[src/rtl/plic_device.sv]
// PLIC for hart 0: level gateways, per-context priority arbitration, claim/complete over MMIO.
// Reads answer exactly 1 cycle later, and eip outputs are registered; there is no backpressure because one request per cycle is always accepted.
package plic_pkg;
   typedef struct packed {
      logic        valid;
      logic [7:0]  id;
      logic [31:0] paddr;
      logic        is_write;
      logic [31:0] data;
   } device_req_t;

   typedef struct packed {
      logic        valid;
      logic [7:0]  id;
      logic [31:0] data;
   } device_res_t;
endpackage

module plic_device
   import plic_pkg::*;
#(
   parameter int          NUM_SOURCES = 32,
   parameter int          PRIO_WIDTH  = 3,
   parameter logic [31:0] PLIC_BASE   = 32'h0C00_0000
) (
   input  logic                   clock,
   input  logic                   reset,
   input  device_req_t            req_in,
   output device_res_t            res_out,
   input  logic [NUM_SOURCES-1:0] src_irq,
   output logic                   meip,
   output logic                   seip
);
   localparam int N   = NUM_SOURCES;
   localparam int W   = PRIO_WIDTH;
   localparam int IDW = $clog2(N);

   logic [W-1:0]   prio [N];
   logic [N-1:0]   pending, in_flight, en0, en1;
   logic [N-1:0]   pend_n, infl_n;
   logic [W-1:0]   thr0, thr1, bp0, bp1;
   logic [IDW-1:0] best0, best1, prio_idx, cmp_idx;
   logic [31:0]    off, wdat, rdata;
   logic           is_prio, is_pend, is_en0, is_en1, is_thr0, is_thr1, is_clm0, is_clm1;
   logic           addr_ok, rd, wr, claim0, claim1, cmp_ok;

   assign off      = req_in.paddr - PLIC_BASE;
   assign wdat     = req_in.data;
   assign prio_idx = off[IDW+1:2];
   assign cmp_idx  = wdat[IDW-1:0];

   assign is_prio = (off[1:0] == 2'b00) && (off[31:2] != 30'd0) && (off[31:2] < 30'(N));
   assign is_pend = (off == 32'h0000_1000);
   assign is_en0  = (off == 32'h0000_2000);
   assign is_en1  = (off == 32'h0000_2080);
   assign is_thr0 = (off == 32'h0020_0000);
   assign is_clm0 = (off == 32'h0020_0004);
   assign is_thr1 = (off == 32'h0020_1000);
   assign is_clm1 = (off == 32'h0020_1004);
   assign addr_ok = is_prio | is_pend | is_en0 | is_en1 | is_thr0 | is_thr1 | is_clm0 | is_clm1;

   assign rd = req_in.valid & ~req_in.is_write;
   assign wr = req_in.valid &  req_in.is_write;

   // Strict '>' against the running best keeps the lowest ID on priority ties.
   always_comb begin
      best0 = '0;
      best1 = '0;
      bp0   = thr0;
      bp1   = thr1;
      for (int i = 1; i < N; i++) begin
         if (pending[i] && en0[i] && (prio[i] > bp0)) begin
            best0 = IDW'(i);
            bp0   = prio[i];
         end
         if (pending[i] && en1[i] && (prio[i] > bp1)) begin
            best1 = IDW'(i);
            bp1   = prio[i];
         end
      end
   end

   assign claim0 = rd && is_clm0 && (best0 != '0);
   assign claim1 = rd && is_clm1 && (best1 != '0);
   assign cmp_ok = wr && (is_clm0 || is_clm1) && (wdat != 32'd0) && (wdat < 32'(N));

   always_comb begin
      rdata = '0;
      if (is_prio)      rdata = 32'(prio[prio_idx]);
      else if (is_pend) rdata = 32'(pending);
      else if (is_en0)  rdata = 32'(en0);
      else if (is_en1)  rdata = 32'(en1);
      else if (is_thr0) rdata = 32'(thr0);
      else if (is_thr1) rdata = 32'(thr1);
      else if (is_clm0) rdata = 32'(best0);
      else if (is_clm1) rdata = 32'(best1);
   end

   // Gateway uses the pre-edge in_flight, so a completion re-arms pending one edge later;
   // a same-edge claim overrides the gateway set.
   always_comb begin
      pend_n    = pending | (src_irq & ~in_flight);
      pend_n[0] = 1'b0;
      infl_n    = in_flight;
      if (claim0) begin
         pend_n[best0] = 1'b0;
         infl_n[best0] = 1'b1;
      end
      if (claim1) begin
         pend_n[best1] = 1'b0;
         infl_n[best1] = 1'b1;
      end
      if (cmp_ok && in_flight[cmp_idx]) infl_n[cmp_idx] = 1'b0;
   end

   always_ff @(posedge clock or posedge reset) begin
      if (reset) begin
         for (int i = 0; i < N; i++) prio[i] <= '0;
         pending   <= '0;
         in_flight <= '0;
         en0       <= '0;
         en1       <= '0;
         thr0      <= '0;
         thr1      <= '0;
         res_out   <= '0;
         meip      <= 1'b0;
         seip      <= 1'b0;
      end else begin
         pending   <= pend_n;
         in_flight <= infl_n;
         meip      <= (best0 != '0);
         seip      <= (best1 != '0);
         if (rd) res_out <= '{valid: 1'b1, id: req_in.id, data: rdata};
         else    res_out <= '0;
         if (wr) begin
            if (is_prio) prio[prio_idx] <= wdat[W-1:0];
            if (is_en0)  en0  <= {wdat[N-1:1], 1'b0};
            if (is_en1)  en1  <= {wdat[N-1:1], 1'b0};
            if (is_thr0) thr0 <= wdat[W-1:0];
            if (is_thr1) thr1 <= wdat[W-1:0];
         end
      end
   end

`ifndef SYNTHESIS
   always @(posedge clock) begin
      if (!reset && req_in.valid && !addr_ok) $display("[ERROR] [plic_device.sv] invalid req");
   end
`endif
endmodule

[config.mk]
export PLATFORM = sky130hd
export DESIGN_NAME = plic_device
export DESIGN_NICKNAME = d
export VERILOG_FILES = /design/src/rtl/plic_device.sv
export SDC_FILE = /design/constraint.sdc
export NUM_CORES = 1
export LEC_CHECK = 0
export BUFFER_PORTS_ARGS = -buffer_cell sky130_fd_sc_hd__buf_2
export CAP_MARGIN = 40
export CORE_ASPECT_RATIO = 1.75
export CORE_MARGIN = 3
export CORE_UTILIZATION = 55
export CTS_BUF_LIST = sky130_fd_sc_hd__clkbuf_8 sky130_fd_sc_hd__clkbuf_16
export CTS_CLUSTER_DIAMETER = 50
export DETAILED_ROUTE_END_ITERATION = 8
export PLACE_DENSITY_LB_ADDON = 0.1
export REMOVE_ABC_BUFFERS = 1
export SYNTH_ARGS = -nofsm -noshare
export SYNTH_HDL_FRONTEND = slang
export SYNTH_SLANG_ARGS = --single-unit
[constraint.sdc]
create_clock -name clock -period 43.1 [get_ports clock]
set_clock_uncertainty 0.05 [all_clocks]
set_input_delay 6.465 -clock clock [delete_from_list [all_inputs] [get_ports clock]]
set_output_delay 6.465 -clock clock [all_outputs]
set_load 0.01 [all_outputs]
# Word level (Yosys, flattened, before mapping)
# Index checks and enable logic that the tools add are counted.
[word_totals]
regBits = 271
output_inout_bits = 43
[op_classes]
eq_ne = 7
bitwise = 15
n_reduce_logical = 149
order_cmp = 72
mux = 150
n_addsub = 1
[ops]
columns = ["op", "count"]
rows = [
  ["2-to-1 mux 5 bit", 64],
  ["2-to-1 mux 32 bit", 9],
  ["2-to-1 mux 3 bit", 63],
  ["> comparator 3 bit", 62],
  ["logical AND 1 bit", 138],
  ["AND 32 bit", 4],
  ["equality test 32 x 22 -> 1 bit (second input constant)", 4],
  ["inverter 32 bit", 4],
  ["bitwise mux 96 bit", 1],
  ["OR 32 bit", 3],
  ["equality test 32 x 14 -> 1 bit (second input constant)", 2],
  ["2-to-1 mux 41 bit", 1],
  ["equality test 32 x 13 -> 1 bit (second input constant)", 1],
  ["less-than comparator 32 x 6 -> 1 bit (second input constant)", 1],
  ["nonzero test 32 bit", 1],
  ["subtractor 32 x 28 -> 32 bit (second input constant)", 1],
  ["less-than comparator 30 x 6 -> 1 bit (second input constant)", 1],
  ["nonzero test 30 bit", 1],
  ["less-than comparator 5 x 6 -> 1 bit (second input constant)", 3],
  ["binary-select mux 3 bit (select 5 bit)", 1],
  ["demux 1 bit (select 5 bit)", 3],
  ["demux 3 bit (select 5 bit)", 1],
  [">= comparator 5 x 1 -> 1 bit (second input constant)", 3],
  ["AND reduction 2 bit", 5],
  ["other kinds (10)", 17],
]

# Depth between registers and ports, before layout
[depth]
depth_word = 103
mapped_depth = 230
mapped_depth_nobuf = 226

# Worst setup path before layout
# Ideal clock, no wire load.
[synth_timing]
path_kind = "register -> register"
startpoint = "reg prio[91] in the netlist's numbering"
endpoint = "reg in_flight[15]"
slack_ns = 1.533
path_stages_with_launch = 217
n_path_buf = 3
arrival_time_ns = 41.430
t_required_ns = 42.963
period_less_slack_ns = 41.567
cell_sequence = "dfrtp_1 ha_1 nor2b_1 o21a_2 o2111ai_4 o21ai_0 ha_1 nor2_1 maj3_1 maj3_1 a21o_1 and2_1 ha_1 nor2_1 and2_1 maj3_1 a22o_1 and2_1 [... 181 more ...] nor2b_1 o21ai_0 nand2b_1 and4_1 nor2_1 a21oi_1 ha_1 nor2b_1 o21a_1 o2111ai_1 inv_1 nor2_1 nand2_1 or3_1 nor4b_2 nor3b_2 nor2_1 a22oi_1"
[synth_between]
elab_chain_cells = 103
elab_cells_between_ends = 266
[synth_rtl]
columns = ["item", "line_no", "text"]
rows = [
  ["from (decl)", "38", "logic [W-1:0] prio [N];"],
  ["from (signal, indexed assignment)", "136", "if (is_prio) prio[prio_idx] <= wdat[W-1:0];"],
  ["> comparator 3 bit", "72", "if (pending[i] && en0[i] && (prio[i] > bp0)) begin"],
  ["logical AND 1 bit", "72", ""],
  ["2-to-1 mux 3 bit", "72", ""],
  ["> comparator 3 bit", "72", ""],
  ["logical AND 1 bit", "72", ""],
  ["2-to-1 mux 3 bit", "72", ""],
  ["> comparator 3 bit", "72", ""],
  ["logical AND 1 bit", "72", ""],
  ["[... 88 more ...]", "--", ""],
  ["demux 1 bit (select 5 bit)", "107", "infl_n[best0] = 1'b1;"],
  ["OR 32 bit (no line)", "--", ""],
  ["2-to-1 mux 32 bit", "105", "if (claim0) begin"],
  ["OR 32 bit (no line)", "--", ""],
  ["2-to-1 mux 32 bit *", "109", "if (claim1) begin"],
  ["AND 32 bit (no line)", "--", ""],
  ["2-to-1 mux 32 bit *", "113", "if (cmp_ok && in_flight[cmp_idx]) infl_n[cmp_idx] = 1'b0;"],
  ["named net infl_n[15]", "40", "logic [N-1:0] pend_n, infl_n;"],
  ["to (signal assigned)", "130", "in_flight <= infl_n;"],
  ["to (decl)", "39", "logic [N-1:0] pending, in_flight, en0, en1;"],
]
# The timed path passes the listed nets; every way through them passes the cells marked *.
# A chain may end at the register's enable or synchronous reset.

# Worst setup path after layout
[layout_timing]
startpoint = "reg thr0[1]"
endpoint = "reg in_flight[15]"
[layout_between]
elab_chain_cells = 103
elab_cells_between_ends = 136
[layout_rtl]
columns = ["item", "line_no", "text"]
rows = [
  ["from (decl)", "41", "logic [W-1:0] thr0, thr1, bp0, bp1;"],
  ["from (signal assigned)", "139", "if (is_thr0) thr0 <= wdat[W-1:0];"],
  ["> comparator 3 bit", "72", ""],
  ["logical AND 1 bit", "72", ""],
  ["2-to-1 mux 3 bit", "72", ""],
  ["> comparator 3 bit", "72", ""],
  ["logical AND 1 bit", "72", ""],
  ["2-to-1 mux 3 bit", "72", ""],
  ["> comparator 3 bit", "72", ""],
  ["logical AND 1 bit", "72", ""],
  ["[... 88 more ...]", "--", ""],
  ["demux 1 bit (select 5 bit)", "107", ""],
  ["OR 32 bit (no line)", "--", ""],
  ["2-to-1 mux 32 bit *", "105", ""],
  ["OR 32 bit (no line)", "--", ""],
  ["2-to-1 mux 32 bit *", "109", ""],
  ["AND 32 bit (no line)", "--", ""],
  ["2-to-1 mux 32 bit *", "113", ""],
  ["named net infl_n[15]", "40", ""],
]
# Marks and branches as above.

==> impl_metrics.env <==
export IMPL_wl_per_cell_um=27.6
export IMPL_wirelength_mm=95.0
export IMPL_ys_warn_count=0
export IMPL_fp_dieH_um=271
export IMPL_power_density_nw_per_um2=20.0
export IMPL_grt_max_degree=68
export IMPL_root_buffer="clkbuf_16"
export IMPL_grt_antenna_before_repair=3
export IMPL_start_util_pct=56.0
export IMPL_ir_worst_vdd_uv=30.7
export IMPL_syn_area_um2=22100
export IMPL_pwr_share_comb_pct=4.8
export IMPL_clkLatencyLatePin_ns=0.61
export IMPL_gp_congestion=1.06
export IMPL_fmax_mhz=23.7
export IMPL_core_um2=39500
export IMPL_seqPwrFrac_pct=45.7
export IMPL_drt_iter0_markers=2358
export IMPL_critical_path_max_stage_delay_ns=0.60
export IMPL_power_mw=0.554
export IMPL_clock_path_buffers=3
export IMPL_num_vias=23900
export IMPL_p_leak_nw=12.6
export IMPL_fin_ws_ns=0.900
export IMPL_worstPathArrival_ns=42.64
export IMPL_min_path_cells=0
export IMPL_min_path_type="flip-flop to flip-flop"
export IMPL_p_sw_mw=0.137
export IMPL_clkPwrFrac_pct=49.5
export IMPL_intPower_mw=0.417
export IMPL_multiInputGateArea_um2=15700
export IMPL_drtPass1Iterations=9
export IMPL_fin_nets=3107
export IMPL_port_buffers=149
export IMPL_fin_crit_ns=42.20
export IMPL_grt_pass1_wl_mm=138
export IMPL_fin_crit_sh_pct=97.9
export IMPL_pre_cts_ws_ns=-2.57
export IMPL_worst_path_max_fanout=5
export IMPL_synth_top_area_share_pct=30.4
export IMPL_die_w_um=158
export IMPL_r2r_slack_ns=0.90
export IMPL_ff2ff_path_depth=231
export IMPL_layout_drive_gt1_share_pct=35.4
export IMPL_cp_end_kind="flip-flop"
export IMPL_cp_start_kind="flip-flop"
export IMPL_remaining_drc_errors=0
export IMPL_final_seq_area_um2=6730
export IMPL_synth_ff_type="dfrtp_1"
export IMPL_swShare_pct=24.7
export IMPL_nFillCells=3222
export IMPL_viasPerCell=6.95
export IMPL_cts_htree_levels=1
export IMPL_ys_ff_latch=269
export IMPL_slowest_stage="or4_4"
export IMPL_die_area_um2=42800
export IMPL_syn_to_final_growth_pct=25.1
export IMPL_finalSetupViolCount=0
export IMPL_status="complete, no violations"
export IMPL_grt_pass1_vias=23300
export IMPL_synthCells=2560
export IMPL_cts_tree="built"
export IMPL_hold_viol_final=0
export IMPL_worstSetupPathType="flip-flop to flip-flop"
export IMPL_tns_ns=0
export IMPL_io_pins=151
export IMPL_dpl_hpwl_mm=69.9
export IMPL_synth_edf_count=0
export IMPL_relSlewSlack_pct=35.6
export IMPL_cp_common_cell="nor2_2"
export IMPL_gr_total_overflow=0
export IMPL_maxCapViolCount=0
export IMPL_synthTopCellsByCount="nor2_1, dfrtp_1, nand2_1, a21oi_1, mux2_2"
export IMPL_cts_buffers=30
export IMPL_clk_pin_slew_ns=0.07
export IMPL_grt_usage_pct=42.6
export IMPL_async_reset_ff_share_pct=100
export IMPL_worstMarginPinSlew_ns=0.958
export IMPL_ys_types=139
export IMPL_slew_violations=0
export IMPL_hold_buffers=0
export IMPL_whs_ns=0.325
export IMPL_cts_sinks=269
export IMPL_synth_avg_cell_area_um2=8.64
export IMPL_yosys_top_cells_area="dfrtp_1, mux2_2, nor2_1, ha_1, nand2_1"
export IMPL_core_rowCount=96
export IMPL_yosysMostFrequentCell="nor2_1"
export IMPL_ys_seq_area_share_pct=30.4
export IMPL_critPathRequiredTime_ns=43.54
export IMPL_ant_nets=0
export IMPL_synth_top_cell_by_area="dfrtp_1"
export IMPL_finish_utilization_pct=70.0
-- power by group through the flow --
stage / Combinational [mW] / Clock [mW] / Sequential (mW)
after floorplan: 0.00859 / 0 / 0.258
after global placement: 0.0253 / 0 / 0.258
after detailed placement: 0.0261 / 0 / 0.258
after CTS: 0.0262 / 0.276 / 0.253
after global routing: 0.0281 / 0.285 / 0.253
final: 0.0269 / 0.274 / 0.253
-- cells by family (layout without fill, tap and decap cells) --
group	count (synthesis)	in the layout	synth area share, %
buf+inv	231	620	4.87
simple gates	1037	1037	23.6
other cells	0	2	0
fa+ha+maj	98	98	5.28
compound gates	731	731	24.2
mux	194	194	11.7
flops	269	269	30.4
-- final timing paths --
kind                                from            end
worst min register to register  prio[93]       prio[93]
max in group asynchronous          reset        en1[27]
worst min-delay path            prio[93]       prio[93]
worst max register to register   thr0[1]  in_flight[15]
worst max-delay path             thr0[1]  in_flight[15]
min in group asynchronous          reset    res_out[38]
-- per-layer routing --
layer	part of all wire [%]	vias to the layer above	global-route usage, %
met2	48	1490	71.2
met4	12	2	37.2
met5	0.0074	-	0
met1	32	11400	43.7
li1	-	10400	-
met3	8.8	588	10.1
-- placed cells by master, fill, tap and decap left out, types with 42 or more instances in the layout --
cell | synthesis | routed
a21oi_1 | 170 | 153
and2_1 | 56 | 48
and3_1 | 45 | 42
buf_2 | 9 | 152
buf_4 | 3 | 293
dfrtp_1 | 269 | 268
ha_1 | 74 | 55
inv_1 | 103 | 103
mux2_2 | 150 | 145
nand2_1 | 232 | 219
nand3_1 | 126 | 123
nor2_1 | 300 | 262
nor3_1 | 60 | 56
o21ai_0 | 100 | 79
-- through the flow --
stage / std cells / instance area, um^2
detailed placement: 3305 / 24700
global route: 3439 / 27700
finish: 3441 / 27700
global placement: 3294 / 24500
CTS: 3383 / 26200
floorplan: 2432 / 21400
-- cell type report --
cell class	count	share of cell area (%)
multi-input cells	2060	56.7
flip-flops and latches	269	24.3
repair buffers	461	11.6
clock buffers	35	3.00
well taps	490	2.22
inverters	103	1.43
clock inverters	21	0.746
diodes	2	0.0181
-- registers in the layout, indices dropped and copies added, names as in the netlist --
register / cells
thr0: 3
meip: 1
pending: 31
in_flight: 31
prio: 96
thr1: 3
en0: 31
res_out: 41
seip: 1
en1: 31
-- timing repair --
action	4_1_cts	5_1_grt
resized for setup	80	229
pin swaps	34	163
buffers inserted	22	55
endpoints found under the setup margin	68	69
-- critical path: cells and delay by family (launching register included) --
kind | cells | cell delay, ns
AO/OA/AOI/OAI | 86 | 14.41
AND/OR/NAND/NOR | 84 | 12.76
adder cells (fa/ha/maj) | 40 | 10.87
buffers and inverters | 17 | 2.18
multiplexers | 4 | 1.33
flip-flops | 1 | 0.40
No activity file was read; power rests on OpenSTA's default activity.
